File: src/rtl/uart_hex_console.sv
// Byte console between the UART FIFOs and a multiplexed 7-segment display:
// keeps a hex history of the newest bytes, replays it over TX on request.
module uart_hex_console #(
  parameter int DIGITS   = 4,
  parameter int SCAN_DIV = 100000,
  parameter int ECHO     = 0
) (
  input  logic              clk,
  input  logic              rst,
  input  logic              rx_empty,
  input  logic [7:0]        r_data,
  output logic              rd_uart,
  input  logic              tx_full,
  output logic              wr_uart,
  output logic [7:0]        w_data,
  input  logic              send_tick,
  input  logic              clear_tick,
  output logic [DIGITS-1:0] an,
  output logic [6:0]        seg,
  output logic              dp,
  output logic              busy
);

  localparam int BYTES = DIGITS / 2;
  localparam int HW    = BYTES * 8;
  localparam int VW    = $clog2(BYTES + 1);
  localparam int IW    = (BYTES > 1) ? $clog2(BYTES) : 1;
  localparam int SW    = $clog2(SCAN_DIV);
  localparam int DW    = $clog2(DIGITS);

  typedef enum logic {IDLE, SEND} state_t;

  state_t          state;
  logic [HW-1:0]   hist;
  logic [HW-1:0]   shadow;
  logic [VW-1:0]   vcnt;
  logic [IW-1:0]   idx;
  logic [SW-1:0]   scan_cnt;
  logic [DW-1:0]   digit;
  logic [DW-1:0]   byte_k;
  logic [7:0]      sel_byte;
  logic [3:0]      nib;
  logic [6:0]      hex;

  // Echo only pops when the byte can be forwarded in the same cycle.
  always_comb begin
    rd_uart = !rst && !rx_empty && (ECHO == 0 || (state == IDLE && !tx_full));
    wr_uart = 1'b0;
    w_data  = 8'h00;
    if (!rst) begin
      if (state == SEND) begin
        if (!tx_full) begin
          wr_uart = 1'b1;
          w_data  = shadow[8*idx +: 8];
        end
      end else if (ECHO != 0 && rd_uart) begin
        wr_uart = 1'b1;
        w_data  = r_data;
      end
    end
  end

  always_ff @(posedge clk) begin
    if (rst) begin
      state    <= IDLE;
      hist     <= '0;
      shadow   <= '0;
      vcnt     <= '0;
      idx      <= '0;
      scan_cnt <= '0;
      digit    <= '0;
    end else begin
      if (clear_tick)
        vcnt <= rd_uart ? VW'(1) : '0;
      else if (rd_uart && vcnt != VW'(BYTES))
        vcnt <= vcnt + VW'(1);

      if (rd_uart)
        hist <= (hist << 8) | HW'(r_data);

      case (state)
        IDLE: begin
          if (send_tick && vcnt != '0) begin
            shadow <= hist;
            idx    <= IW'(vcnt - VW'(1));
            state  <= SEND;
          end
        end
        SEND: begin
          if (!tx_full) begin
            if (idx == '0) state <= IDLE;
            else           idx   <= idx - IW'(1);
          end
        end
        default: state <= IDLE;
      endcase

      if (scan_cnt == SW'(SCAN_DIV - 1)) begin
        scan_cnt <= '0;
        digit    <= (digit == DW'(DIGITS - 1)) ? '0 : digit + DW'(1);
      end else begin
        scan_cnt <= scan_cnt + SW'(1);
      end
    end
  end

  assign busy     = (state == SEND);
  assign byte_k   = digit >> 1;
  assign sel_byte = hist[8*byte_k +: 8];
  assign nib      = digit[0] ? sel_byte[7:4] : sel_byte[3:0];

  always_comb begin
    case (nib)
      4'h0: hex = 7'h40;
      4'h1: hex = 7'h79;
      4'h2: hex = 7'h24;
      4'h3: hex = 7'h30;
      4'h4: hex = 7'h19;
      4'h5: hex = 7'h12;
      4'h6: hex = 7'h02;
      4'h7: hex = 7'h78;
      4'h8: hex = 7'h00;
      4'h9: hex = 7'h10;
      4'hA: hex = 7'h08;
      4'hB: hex = 7'h03;
      4'hC: hex = 7'h46;
      4'hD: hex = 7'h21;
      4'hE: hex = 7'h06;
      default: hex = 7'h0E;
    endcase
  end

  // Digits of bytes not yet received stay dark.
  assign seg = (32'(byte_k) >= 32'(vcnt)) ? 7'h7F : hex;
  assign an  = ~(DIGITS'(1) << digit);
  assign dp  = !(busy && !digit[0]);

endmodule

File: config.mk
export PLATFORM = sky130hd
export DESIGN_NAME = uart_hex_console
export DESIGN_NICKNAME = d
export VERILOG_FILES = /design/src/rtl/uart_hex_console.sv
export SDC_FILE = /design/constraint.sdc
export NUM_CORES = 1
export LEC_CHECK = 0
export CAP_MARGIN = 15
export CORE_MARGIN = 1
export CORE_UTILIZATION = 51
export CTS_BUF_LIST = sky130_fd_sc_hd__clkbuf_16
export CTS_CLUSTER_SIZE = 14
export DETAILED_ROUTE_END_ITERATION = 12
export PLACE_DENSITY = 0.85
export RECOVER_POWER = 50
export SLEW_MARGIN = 25
export SYNTH_ARGS = -nofsm -noshare
export SYNTH_HDL_FRONTEND = slang
export SYNTH_SLANG_ARGS = --single-unit
export TNS_END_PERCENT = 10
File: constraint.sdc
create_clock -name clk -period 4.3 [get_ports clk]
set_clock_uncertainty 0.15 [all_clocks]
set_input_delay 0.86 -clock clk [delete_from_list [all_inputs] [get_ports clk]]
set_output_delay 0.86 -clock clk [all_outputs]
set_load 0.02 [all_outputs]
# Yosys cells after proc, flatten, opt, wreduce, memory -nomap -nowiden
# Memory sizes are Yosys's and may differ from the RTL's.
# Index checks and enable logic that the tools add are counted.
# W data, S select, Z words.
dict set report classes {
  addsub 5
  n_mul 0
  div_mod_pow 0
  magnitude_cmp 1
  n_eq_ne 5
  n_shift 3
  n_mux 20
  bitwise_logic 3
  reduce_logical 13
}
# operator count
set op_table {}
lappend op_table {{$shiftx A16 B5 Y8} 2}
lappend op_table {{$mux W8} 3}
lappend op_table {{$add A17 B1 Y17 const B} 1}
lappend op_table {{$eq A17 B17 Y1 const B} 1}
lappend op_table {{$or A16 B8 Y16} 1}
lappend op_table {{$mux W1} 10}
lappend op_table {{$mux W7} 1}
lappend op_table {{$mux W2} 3}
lappend op_table {{$ne A2 B2 Y1 const B} 3}
lappend op_table {{$add A2 B1 Y2 const B} 2}
lappend op_table {{$logic_and A1 B1 Y1} 4}
lappend op_table {{$logic_not A1 Y1} 4}
lappend op_table {{$mux W4} 1}
lappend op_table {{$not A4 Y4} 1}
lappend op_table {{$pmux W1 S2} 2}
lappend op_table {{$reduce_and A2 Y1} 2}
lappend op_table {{$reduce_bool A2 Y1} 2}
lappend op_table {{$shl A1 B2 Y4 const A} 1}
lappend op_table {{$eq A2 B2 Y1 const B} 1}
lappend op_table {{$ge A1 B2 Y1} 1}
lappend op_table {{$reduce_or A2 Y1} 1}
lappend op_table {{$sub A1 B1 Y1 const B} 2}
lappend op_table {{$not A1 Y1} 1}
dict set report word_totals {
  regBits 55
  latch_bits 0
  ramBits 0
  mem_bits_ro 112
  input_bits 14
  out_inout_bits 23
  n_memories 1
}
# name words width rd rd_clocked_by_memory_dff wr line_no
set memory_table {}
lappend memory_table {{(no name shown)} 16 7 1 0 0 113} ;# case (nib)

# Depth between registers and ports, before layout
dict set report logic_depth {
  depth_word 5
  ltp_mapped 7
  ltp_nobuf 6
}

# Worst setup path before layout
# OpenSTA, ideal clock, no wires.
dict set report synth_path {
  kind {register to output}
  startpoint {reg digit[1]}
  endpoint {out seg[3]}
  t_arrival_ns 2.168
  path_slack_ns 1.122
  stages_incl_launch_ff 8
  cell_sequence {dfxtp_1 -> buf_2 -> mux4_1 -> inv_1 -> ha_1 -> nor2_1 -> a211oi_1 -> o21ai_0}
}
dict set report synth_between {
  elab_chain_len 4
  word_cells_on_any_way 5
  classes_between {1 x order compare; 1 x shift; 2 x mux; 1 x memory}
}
# item line_no
set synth_rtl {}
lappend synth_rtl {{start: declaration} 39} ;# logic [DW-1:0] digit;
lappend synth_rtl {{start signal: assignment} 100} ;# digit <= (digit == DW'(DIGITS - 1)) ? '0 : digit + DW'(1);
lappend synth_rtl {{$shiftx A16 B5 Y8} 109} ;# assign sel_byte = hist[8*byte_k +: 8];
lappend synth_rtl {{$mux W4} 110} ;# assign nib = digit[0] ? sel_byte[7:4] : sel_byte[3:0];
lappend synth_rtl {{$mem_v2 Z16 W7} -}
lappend synth_rtl {{$mux W7 *} 134} ;# assign seg = (32'(byte_k) >= 32'(vcnt)) ? 7'h7F : hex;
lappend synth_rtl {{end: declaration} 19} ;# output logic [6:0] seg,
# Mark *: on every way between the ends. The rest lies on a longest branch, timed or not.

# Worst setup path after layout
# Ends and elaborated chain as after synthesis.

==> results.sh <==
export IMPL_status="finished, violations left"
export IMPL_violations="max-capacitance violations, max-slew violations"
export IMPL_die_x_um=75.27
export IMPL_drv_cap=1
export IMPL_cts_buffers_inserted=5
export IMPL_core_um2=5140
export IMPL_grt_usage=0.2149
export IMPL_ys_ff_latch=55
export IMPL_finalCritPeriodShare=0.9189
export IMPL_cp_max_fo=8
export IMPL_clock_sinks=55
export IMPL_avgViaCountPerCell=5.483
export IMPL_synth_cells=313
export IMPL_synth_cell_types=40
export IMPL_overflow=0
export IMPL_cp_num_buf_inv=2
export IMPL_synth_nets=341
export IMPL_drt_wl_total_um=5570
export IMPL_yosys_warnings=0
export IMPL_numPortBuffers=36
export IMPL_antenna_found_initial=0
export IMPL_hold_violations=0
export IMPL_seqPwrFrac=0.530
export IMPL_rsz0062_at_grt="false"
export IMPL_slew_headroom=-0.06496
export IMPL_cts_root_buf="clkbuf_16"
export IMPL_layout_common_cells="dfxtp_1, nor2_1, nand2_1, clkdlybuf4s50_1, mux2i_1"
export IMPL_drive_gt1_frac=0.04070
export IMPL_clock_power_share=0.366
export IMPL_dp_final_hpwl_um=4154
export IMPL_slew_violations=40
export IMPL_vias=2270
export IMPL_dr_pass1_iters=4
export IMPL_syn_area_per_cell_um2=8.746
export IMPL_timing_worst_setup_path_type="flip-flop to primary output"
export IMPL_postCtsSetupBuffers=0
export IMPL_cts_tree="built"
export IMPL_clkTransAtPathRegs_ns=0.07
export IMPL_area_growth_synth_to_final_pct=19.10
export IMPL_ctsHtreeMaxLevel=2
export IMPL_ios=37
export IMPL_start_util=0.5326
export IMPL_cts_resized=0
export IMPL_fill_cells=443
export IMPL_cellPowerDensity_nw_per_um2=311.8
export IMPL_path_delay_family="buffers and inverters"
export IMPL_finalSetupTns_ns=0
export IMPL_end_kind="primary output"
export IMPL_setup_viol=0
export IMPL_crit_required_ns=3.29
export IMPL_wl_per_cell_um=13.45
export IMPL_yosysSeqAreaShare=0.4022
export IMPL_vdd_drop_max_v=0.0002818
export IMPL_gp_congestion=0.8442
export IMPL_p_comb_frac=0.104
export IMPL_fin_nets=371
export IMPL_synth_area_um2=2738
export IMPL_die_area_um2=5665
export IMPL_grt_start_max_net_pins=40
export IMPL_drtIter0Drc=87
export IMPL_crit_arrival_ns=2.94
export IMPL_switching_share=0.2303
export IMPL_insertedDiodeCount=0
export IMPL_worst_setup_path_start_kind="flip-flop"
export IMPL_worst_slew_pin_slew_ns=1.597
export IMPL_final_antenna_net_count=0
export IMPL_rows=26
export IMPL_final_common_cell="dfxtp_1"
export IMPL_cts_buffer_depth=2
export IMPL_cp_slowest_cell="mux4_1"
export IMPL_power_internal_uw=782.5
export IMPL_leakage_nw=1.184
export IMPL_period_needed_ns=3.951
export IMPL_clk_latency_ns=0.28
export IMPL_switchingPower_uw=234.1
export IMPL_grt_pass1_wl_um=9349
export IMPL_grt_pass1_vias=2074
export IMPL_max_freq_ghz=0.2531
export IMPL_holdCritPathClass="flip-flop to flip-flop"
export IMPL_fp_dieH_um=75.27
export IMPL_final_core_util=0.6344
export IMPL_drc=0
export IMPL_hold_buffers=0
export IMPL_path_cells="mux4_1, inv_1, ha_1, and2b_2, a211oi_1, o21ai_0, clkdlybuf4s50_1"
export IMPL_cpPeakStageDelay_ns=0.74
## power groups by stage
stage / Combinational [mW] / Clock, mW / Sequential, mW
finish: 0.106 / 0.372 / 0.539
global placement: 0.102 / 0 / 0.549
global route: 0.119 / 0.398 / 0.540
CTS: 0.106 / 0.378 / 0.538
detailed placement: 0.106 / 0 / 0.550
floorplan: 0.0740 / 0 / 0.543
## synth_stat cells
cell type  number  area (um^2)
nor4bb_1        2        20.02
buf_1           2        7.510
buf_2           4        20.02
nor2_1         47        176.4
or3b_2          1        8.760
inv_1          16        60.06
mux4_2          2        45.04
nor2b_1         1        6.260
xnor2_1         7        61.31
a21oi_1        24        120.1
o221ai_1        4        35.03
nor3b_1         1        7.510
a211oi_1        2        15.01
and3b_1         1        8.760
nand2b_1        3        18.77
nand2_1        39        146.4
or2_4           1        8.760
nor3_1          3        15.01
o211ai_1        1        7.510
nor4b_1         2        17.52
o21ai_1         2        10.01
nor4_1          3        18.77
mux2i_1        28        280.3
and4_1          2        17.52
xor2_1          5        43.79
buf_6           2        22.52
or2b_1          1        7.510
o22ai_1         1        6.260
o32a_1          1        10.01
ha_1           14        175.2
dfxtp_1        55         1101
nand3_1         8        40.04
or3_4           1        11.26
and3_1          1        6.260
clkbuf_1        8        30.03
o21ai_0         5        25.02
mux4_1          2        52.55
nand4_1         5        31.28
or3_1           4        25.02
and2b_2         2        17.52
## registers in the layout (all words and copies together), names as in the netlist
register  cells
digit         2
scan_cnt     17
hist         16
shadow       16
vcnt          2
idx           1
busy          1
## final cells by class
type,instances,area (um^2),area share
multi-input combinational,226,1496,0.4589
timing repair buffer,39,379.1,0.1163
tap,70,87.58,0.02686
inverter,16,60.06,0.01842
sequential,55,1101,0.3377
clock buffer,5,125.1,0.03837
clock inverter,3,11.26,0.003454
## per-layer routing
layer,wire length [um],up-vias,global-route usage
li1,-,1130,-
met1,2498,1070,0.2768
met2,2730,60,0.3804
met3,254,10,0.02811
met4,87,0,0.05761
met5,0,-,0
## worst reg2reg max path: stages, from the launching register on
cell and delay, ns:
dfxtp_1 0.37, ha_1 0.24, and4_1 0.29, nand4_1 0.19, nand2b_1 0.53, nor2_1 0.12
## path summary, 6_finish.rpt
| path | cells after the start | from | slack [ns] | endpoint |
|---|---|---|---|---|
| min | 2 | shadow[14] | 0.31 | shadow[14] |
| max | 7 | digit[1] | 0.35 | seg[3] |
| max reg2reg | 5 | scan_cnt[0] | 2.27 | scan_cnt[2] |
| min reg2reg | 2 | shadow[14] | 0.31 | shadow[14] |
## metrics by stage
stage / total power, mW / hold slack, ns / area [um^2] / std cells / setup slack, ns
6_report: 1.017 / 0.3063 / 3261 / 414 / 0.3488
5_1_grt: 1.057 / 0.3217 / 3261 / 414 / 0.1845
4_1_cts: 1.023 / 0.3083 / 3264 / 414 / 0.3280
3_5_place_dp: 0.6556 / 0.2982 / 3128 / 406 / 0.6467
3_3_place_gp: 0.6516 / 0.2920 / 3128 / 406 / 0.7738
2_1_floorplan: 0.6169 / 0.2799 / 2738 / 313 / 1.122
## kinds of logic after synthesis
family / share of synthesized area
AND/OR/NAND/NOR: 0.2226
flip-flops: 0.4022
AO/OA/AOI/OAI: 0.08364
buffers and inverters: 0.05119
multiplexers: 0.1380
adder cells (fa/ha/maj): 0.06399
XOR/XNOR: 0.03839
No activity file was read; power rests on OpenSTA's default activity.
